--- config.mk ---
export PLATFORM = sky130hd
export DESIGN_NAME = f_fetch_unit
export DESIGN_NICKNAME = d
export VERILOG_FILES = /design/src/rtl/f_fetch_unit.sv
export SDC_FILE = /design/constraint.sdc
export NUM_CORES = 1
export LEC_CHECK = 0
export BUFFER_PORTS_ARGS = -buffer_cell sky130_fd_sc_hd__buf_4
export CAP_MARGIN = 30
export CORE_ASPECT_RATIO = 1.4
export CORE_MARGIN = 2
export CORE_UTILIZATION = 46
export DETAILED_ROUTE_END_ITERATION = 6
export GPL_ROUTABILITY_DRIVEN = 0
export GPL_TIMING_DRIVEN = 0
export PLACE_DENSITY = 0.71
export SYNTH_ARGS = -nofsm -noshare
export SYNTH_HDL_FRONTEND = slang
export SYNTH_SLANG_ARGS = --single-unit
--- constraint.sdc ---
create_clock -name clk -period 4.87 [get_ports clk]
set_input_delay 0.487 -clock clk [delete_from_list [all_inputs] [get_ports clk]]
set_output_delay 0.487 -clock clk [all_outputs]
set_load 0.01 [all_outputs]
--- src/rtl/f_fetch_unit.sv ---
// Fetch stage plus F/D pipeline register: owns the PC, resolves D-stage
// control transfers (one delay slot, no squash) and latches the fetched word.
module f_fetch_unit #(
  parameter logic [31:0] PC_RESET = 32'h0000_3000
) (
  input  logic        clk,
  input  logic        reset,
  input  logic        stall,
  input  logic [31:0] F_instr,
  input  logic [2:0]  D_npc_op,
  input  logic        D_equal,
  input  logic [31:0] D_rs_data,
  output logic [31:0] F_pc,
  output logic [31:0] D_pc,
  output logic [31:0] D_instr,
  output logic [31:0] D_pc8,
  output logic        D_redirect
);

  typedef enum logic [2:0] {
    NPC_SEQ = 3'd0,
    NPC_BEQ = 3'd1,
    NPC_BNE = 3'd2,
    NPC_J   = 3'd3,
    NPC_JR  = 3'd4
  } npcOp_e;

  logic [31:0] fPc_q, fPc_d;
  logic [31:0] dPc_q, dPc_d;
  logic [31:0] dInstr_q, dInstr_d;

  logic [31:0] dPcPlus4;
  logic [31:0] brOffset;
  logic [31:0] brTarget;
  logic [31:0] jTarget;
  logic [31:0] nextPc;
  logic        redirect;

  assign dPcPlus4 = dPc_q + 32'd4;
  assign brOffset = {{14{dInstr_q[15]}}, dInstr_q[15:0], 2'b00};
  assign brTarget = dPcPlus4 + brOffset;
  assign jTarget  = {dPcPlus4[31:28], dInstr_q[25:0], 2'b00};

  // Undefined op codes 5-7 fall into the default arm and fetch sequentially.
  always_comb begin
    redirect = 1'b0;
    nextPc   = fPc_q + 32'd4;
    case (npcOp_e'(D_npc_op))
      NPC_BEQ: begin
        redirect = D_equal;
        if (D_equal) nextPc = brTarget;
      end
      NPC_BNE: begin
        redirect = !D_equal;
        if (!D_equal) nextPc = brTarget;
      end
      NPC_J: begin
        redirect = 1'b1;
        nextPc   = jTarget;
      end
      NPC_JR: begin
        redirect = 1'b1;
        nextPc   = D_rs_data;
      end
      default: begin
        redirect = 1'b0;
      end
    endcase
  end

  // A stalled transfer stays in D and is re-resolved when the stall lifts.
  always_comb begin
    fPc_d    = fPc_q;
    dPc_d    = dPc_q;
    dInstr_d = dInstr_q;
    if (!stall) begin
      fPc_d    = nextPc;
      dPc_d    = fPc_q;
      dInstr_d = F_instr;
    end
  end

  always_ff @(posedge clk) begin
    if (!reset) begin
      fPc_q    <= PC_RESET;
      dPc_q    <= PC_RESET;
      dInstr_q <= 32'd0;
    end else begin
      fPc_q    <= fPc_d;
      dPc_q    <= dPc_d;
      dInstr_q <= dInstr_d;
    end
  end

  assign F_pc       = fPc_q;
  assign D_pc       = dPc_q;
  assign D_instr    = dInstr_q;
  assign D_pc8      = dPc_q + 32'd8;
  assign D_redirect = redirect;

endmodule
# After elaboration in Yosys (flattened, before gate mapping)
# Index checks and enable logic that the tools add are counted.
[word_totals]
register_bits = 96
out_inout_bits = 129
word_cells = 17
in_bits = 71
[op_classes]
mux = 4
reduce_logical = 2
n_eq_ne = 4
n_addsub = 4
[op_table]
columns = ["op", "n"]
rows = [
  ["32-bit one-hot mux with 4 select lines", 1],
  ["32-bit by 3-bit adder with 32-bit output, second input constant", 2],
  ["32-bit 2-to-1 mux", 2],
  ["32-bit adder", 1],
  ["32-bit by 4-bit adder with 32-bit output, second input constant", 1],
  ["3-bit by 2-bit equality test with 1-bit output, second input constant", 2],
  ["3-bit by 1-bit equality test with 1-bit output, second input constant", 1],
  ["3-bit equality test, second input constant", 1],
  ["1-bit one-hot mux with 3 select lines", 1],
  ["2-bit OR reduction", 1],
  ["1-bit logical NOT", 1],
]

# Logic depth before layout (Yosys ltp)
[logic_depth]
ltp_word = 4
depth_mapped = 18
mapped_depth_nobuf = 16

# Worst setup path after synthesis
# No wires, ideal clock.
[synth_path]
path_type = "register to register"
start = "register dPc_q[11] (netlist: D_pc[11])"
end = "register fPc_q[31] (netlist: F_pc[31])"
path_slack_ns = 1.082
t_arrival_ns = 3.661
period_less_slack_ns = 3.788
stages_incl_launch_ff = 18
required_time_ns = 4.743
cell_sequence = "dfxtp_1 buf_2 nand2_1 or4_4 nor2_4 and3_1 and3_2 nand2_1 xnor2_1 ha_1 buf_2 inv_1 nor4_1 nand2_1 a211oi_1 o21ai_0 a31o_1 or3_1"
[synth_via]
elab_chain_cells = 4
word_cells_on_any_way = 5
[synth_lines]
columns = ["item", "line", "text"]
rows = [
  ["from (decl)", "29", "logic [31:0] dPc_q, dPc_d;"],
  ["from (signal assigned)", "90", "dPc_q <= dPc_d;"],
  ["32-bit by 3-bit adder with 32-bit output (*)", "39", "assign dPcPlus4 = dPc_q + 32'd4;"],
  ["32-bit adder", "41", "assign brTarget = dPcPlus4 + brOffset;"],
  ["32-bit 2-to-1 mux (on tied branches)", "55, 51", ""],
  ["32-bit one-hot mux with 4 select lines (*)", "48", "case (npcOp_e'(D_npc_op))"],
  ["to (signal assigned)", "89", "fPc_q <= fPc_d;"],
  ["to (decl)", "28", "logic [31:0] fPc_q, fPc_d;"],
]
# Mark *: on every way between the ends. The rest lies on a longest branch, timed or not.
# A chain may end at the register's enable or synchronous reset.

# Worst setup path in the final report
[layout_path]
start = "register dPc_q[6] (netlist: D_pc[6])"
end = "register fPc_q[31] (netlist: F_pc[31])"
# Same word-level chain as after synthesis.

==> flow_metrics.py <==
metrics = {
    "run_status": {
        "status": "finished, final reports clean",
    },
    "timing": {
        "final_clock_period_utilization_by_the_worst_path_pct": 91.8,
        "slew_headroom_pct": 37.4,
        "least_setup_slack_across_all_paths_after_layout_ps": 401,
        "fmaxAchievable_mhz": 224,
        "setup_tns_ps": 0,
        "finalSetupViolCount": 0,
        "clock_skew_ps": 9.19,
        "transition_time_of_the_tightest_slew_check_pin_ps": 939,
        "rsz0062_at_grt": "false",
        "timing.final.max_slew_violations": 0,
        "final_hold_viol_count": 0,
        "finalWorstPathRequiredPeriod_ps": 4470,
    },
    "drt": {
        "dr.first_iter.drc_count": 697,
        "number_of_vias_after_detailed_routing": 7755,
        "detail_route.vias_per_cell": 5.90,
        "wl_per_cell_um": 20.1,
        "remaining_drc_errors": 0,
        "dr.pass1.iters": 5,
        "antenna_left": 0,
        "postRouteWirelength_mm": 26.5,
    },
    "worst_setup_path": {
        "timing.critical_path.cells": "buf_2, and3_2, and2_1, nand3_2, nor2_4, and3_1, and3_2, nand2_1, xnor2_1, ha_1, buf_2, inv_1, nor4_1, nand2_1, a211oi_2, o21ai_0, a31o_1, or3_1",
        "critPathLaunch": "D_pc[6]",
        "crit_required_ps": 5110,
        "worstSetupPathType": "reg2reg",
        "arrival_ps": 4710,
        "timing.critical_path.buf_inv": 3,
        "worstPathMaxFanout": 7,
        "maximum_cell_stage_delay_along_the_critical_path_ps": 440,
        "cp_top_family": "simple AND/OR/NAND/NOR gates",
        "critical_path.slowest_cell": "sky130_fd_sc_hd__nor4_1",
        "critical_path.startpoint_type": "flop",
        "endpoint_kind_of_the_worst_setup_timing_path": "flop",
        "regToRegStartpoint": "D_pc[6]",
    },
    "synthesis": {
        "synth_ff_type": "sky130_fd_sc_hd__dfxtp_1",
        "synth.avg_cell_area_um2": 8.25,
        "seq_area_frac_synth_pct": 25.8,
        "synth_area_leaders": "sky130_fd_sc_hd__dfxtp_1 26%, sky130_fd_sc_hd__mux2i_1 8.5%, sky130_fd_sc_hd__ha_1 6.9%",
        "ys_async_sr_fraction_pct": 0,
        "synth-seq-cells": 96,
        "synth_enable_flop_cells": 0,
        "synth_cell_types": 82,
        "synthesis.area_um2": 7440,
        "yosys.area.top_type": "sky130_fd_sc_hd__dfxtp_1",
        "syn-num-nets": 1015,
        "yosys.area.top_type_share_pct": 25.8,
        "ys.warnings.count": 0,
        "post_syn_instances": 902,
    },
    "floorplanning": {
        "chipHeight_um": 155,
        "floorplan.io_pins": 200,
        "die_area_um2": 17200,
        "start_util_pct": 46.4,
        "rows": 55,
        "die_x_um": 112,
        "core-area_um2": 16000,
    },
    "place": {
        "dp_cells": 1298,
        "detailedPlace.worstSlack_ps": 296,
        "place_hpwl_mm": 20.7,
        "portBuffers": 197,
    },
    "cells_and_area": {
        "antennaDiodeCount": 0,
        "fin_cells": 1315,
        "post_route_cells_drive_above_1_share_pct": 23.4,
        "area_growth_syn_to_fin_pct": 27.6,
        "utilization_pct": 59.3,
        "net_count_final": 1224,
    },
    "power_and_ir_drop": {
        "power.static_leakage_nw": 4.33,
        "worst_ir_drop_vdd_v": 0.000152,
        "power_density_nw_per_um2": 227,
        "design_power_total_mw": 2.16,
    },
    "clock_network": {
        "cts_num_sinks": 96,
        "clk-insertion-delay-late_ps": 360,
        "clockBufferDepth": 2,
        "post_cts_buffers": 0,
        "ctsRootBufferMaster": "sky130_fd_sc_hd__clkbuf_16",
        "clkSlewWorstSetupHoldPaths_ps": 70,
        "postCtsResizedCells": 0,
        "cts_tree": "built",
        "numCtsBuffers": 9,
        "htree_num_levels": 3,
        "ctsHoldBuffers": 0,
    },
    "worst_hold_path": {
        "timing.hold.worst.start": "F_instr[21]",
        "hold_path.class": "in2reg",
    },
    "global_routing": {
        "global_route_wire_length_before_repair_mm": 40.8,
        "grt_start_max_net_pins": 24,
        "track_usage_pct": 30.0,
        "gr-total-overflow": 0,
        "initial_antenna_violation_count": 0,
        "grt_pass1_vias": 7418,
    },
    "job": {
        "cap_violations": 0,
    },
}
metal layers:
layer	vias up	track usage (%)	part of all wire (%)
met4	0	14.0	4.6
met3	81	4.23	7.9
met2	399	51.5	48
li1	3668	-	-
met1	3607	37.2	39
met5	-	0	0
worst reg2reg max path, delay by kind of cell, from the launching register on:
family          cells  cell delay (ps)
simple gates       10             2450
compound gates      3              700
buf+inv             3              430
flops               1              340
fa+ha+maj           1              270
xor+xnor            1              170
cell usage in the layout, fill, tap and decap left out, types with 4 or more instances in the layout:
master	instances
sky130_fd_sc_hd__or3_1	4
sky130_fd_sc_hd__dfxtp_1	96
sky130_fd_sc_hd__and2_1	11
sky130_fd_sc_hd__inv_1	26
sky130_fd_sc_hd__clkbuf_16	9
sky130_fd_sc_hd__o211a_1	6
sky130_fd_sc_hd__and4_1	4
sky130_fd_sc_hd__nor3_1	14
sky130_fd_sc_hd__o21ai_1	4
sky130_fd_sc_hd__xnor2_1	52
sky130_fd_sc_hd__a31oi_1	5
sky130_fd_sc_hd__o21a_1	6
sky130_fd_sc_hd__clkbuf_1	40
sky130_fd_sc_hd__o211ai_1	5
sky130_fd_sc_hd__buf_4	204
sky130_fd_sc_hd__o21bai_1	5
sky130_fd_sc_hd__a21o_1	8
sky130_fd_sc_hd__xor2_1	43
sky130_fd_sc_hd__o21ai_0	53
sky130_fd_sc_hd__nor2_1	50
sky130_fd_sc_hd__buf_1	4
sky130_fd_sc_hd__mux2i_1	63
sky130_fd_sc_hd__nand2_1	56
sky130_fd_sc_hd__a21oi_1	49
sky130_fd_sc_hd__buf_2	7
sky130_fd_sc_hd__nand3_1	39
sky130_fd_sc_hd__and3_1	14
sky130_fd_sc_hd__a221oi_1	26
sky130_fd_sc_hd__ha_1	41
sky130_fd_sc_hd__nand4_1	18
sky130_fd_sc_hd__nor2b_1	66
power by group:
part           total [mW]  switching [mW]  internal (mW)
sequential          0.903          0.0730          0.830
combinational       0.514           0.274          0.240
clock               0.745           0.343          0.402
total                2.16           0.689           1.47
cell type report:
cell class	instances	area (um2)
Buffer	57	249
Clock inverter	6	66.3
Fill cell	1553	6530
Timing Repair Buffer	198	1510
Inverter	27	101
Tap cell	199	249
Sequential cell	96	1920
Clock buffer	10	229
Multi-Input combinational cell	722	5180
synthesized netlist by cell type, types with 11 or more instances:
library cell / n
sky130_fd_sc_hd__a21oi_1: 49
sky130_fd_sc_hd__a221oi_1: 26
sky130_fd_sc_hd__and2_1: 11
sky130_fd_sc_hd__and3_1: 14
sky130_fd_sc_hd__clkbuf_1: 39
sky130_fd_sc_hd__dfxtp_1: 96
sky130_fd_sc_hd__ha_1: 41
sky130_fd_sc_hd__inv_1: 26
sky130_fd_sc_hd__mux2i_1: 63
sky130_fd_sc_hd__nand2_1: 56
sky130_fd_sc_hd__nand3_1: 39
sky130_fd_sc_hd__nand4_1: 18
sky130_fd_sc_hd__nor2_1: 50
sky130_fd_sc_hd__nor2b_1: 66
sky130_fd_sc_hd__nor3_1: 14
sky130_fd_sc_hd__o21ai_0: 53
sky130_fd_sc_hd__xnor2_1: 52
sky130_fd_sc_hd__xor2_1: 43
sequential cells by signal (all words and copies together), names as in the netlist:
signal,cells
D_instr,32
D_pc,32
F_pc,32
logic make-up after synthesis:
group	share of synthesized area, %
buffers and inverters	4.71
AND/OR/NAND/NOR	23.4
XOR/XNOR	11.6
AO/OA/AOI/OAI	18.8
multiplexers	8.47
flip-flops	25.8
adder cells (fa/ha/maj)	7.16
final timing paths:
path / end / slack (ps) / depth (start not counted)
min: D_instr[21] / 380 / 3
min reg2reg: D_instr[26] / 530 / 2
max: F_pc[31] / 400 / 18
max reg2reg: F_pc[31] / 400 / 18
stage by stage:
stage / area (um2) / hold WS, ps
after floorplan: 7440 / 545
after global placement: 9170 / 502
after detailed placement: 9170 / 512
after CTS: 9470 / 384
after global routing: 9500 / 385
final: 9500 / 380
(Power assumes the default switching activity.)
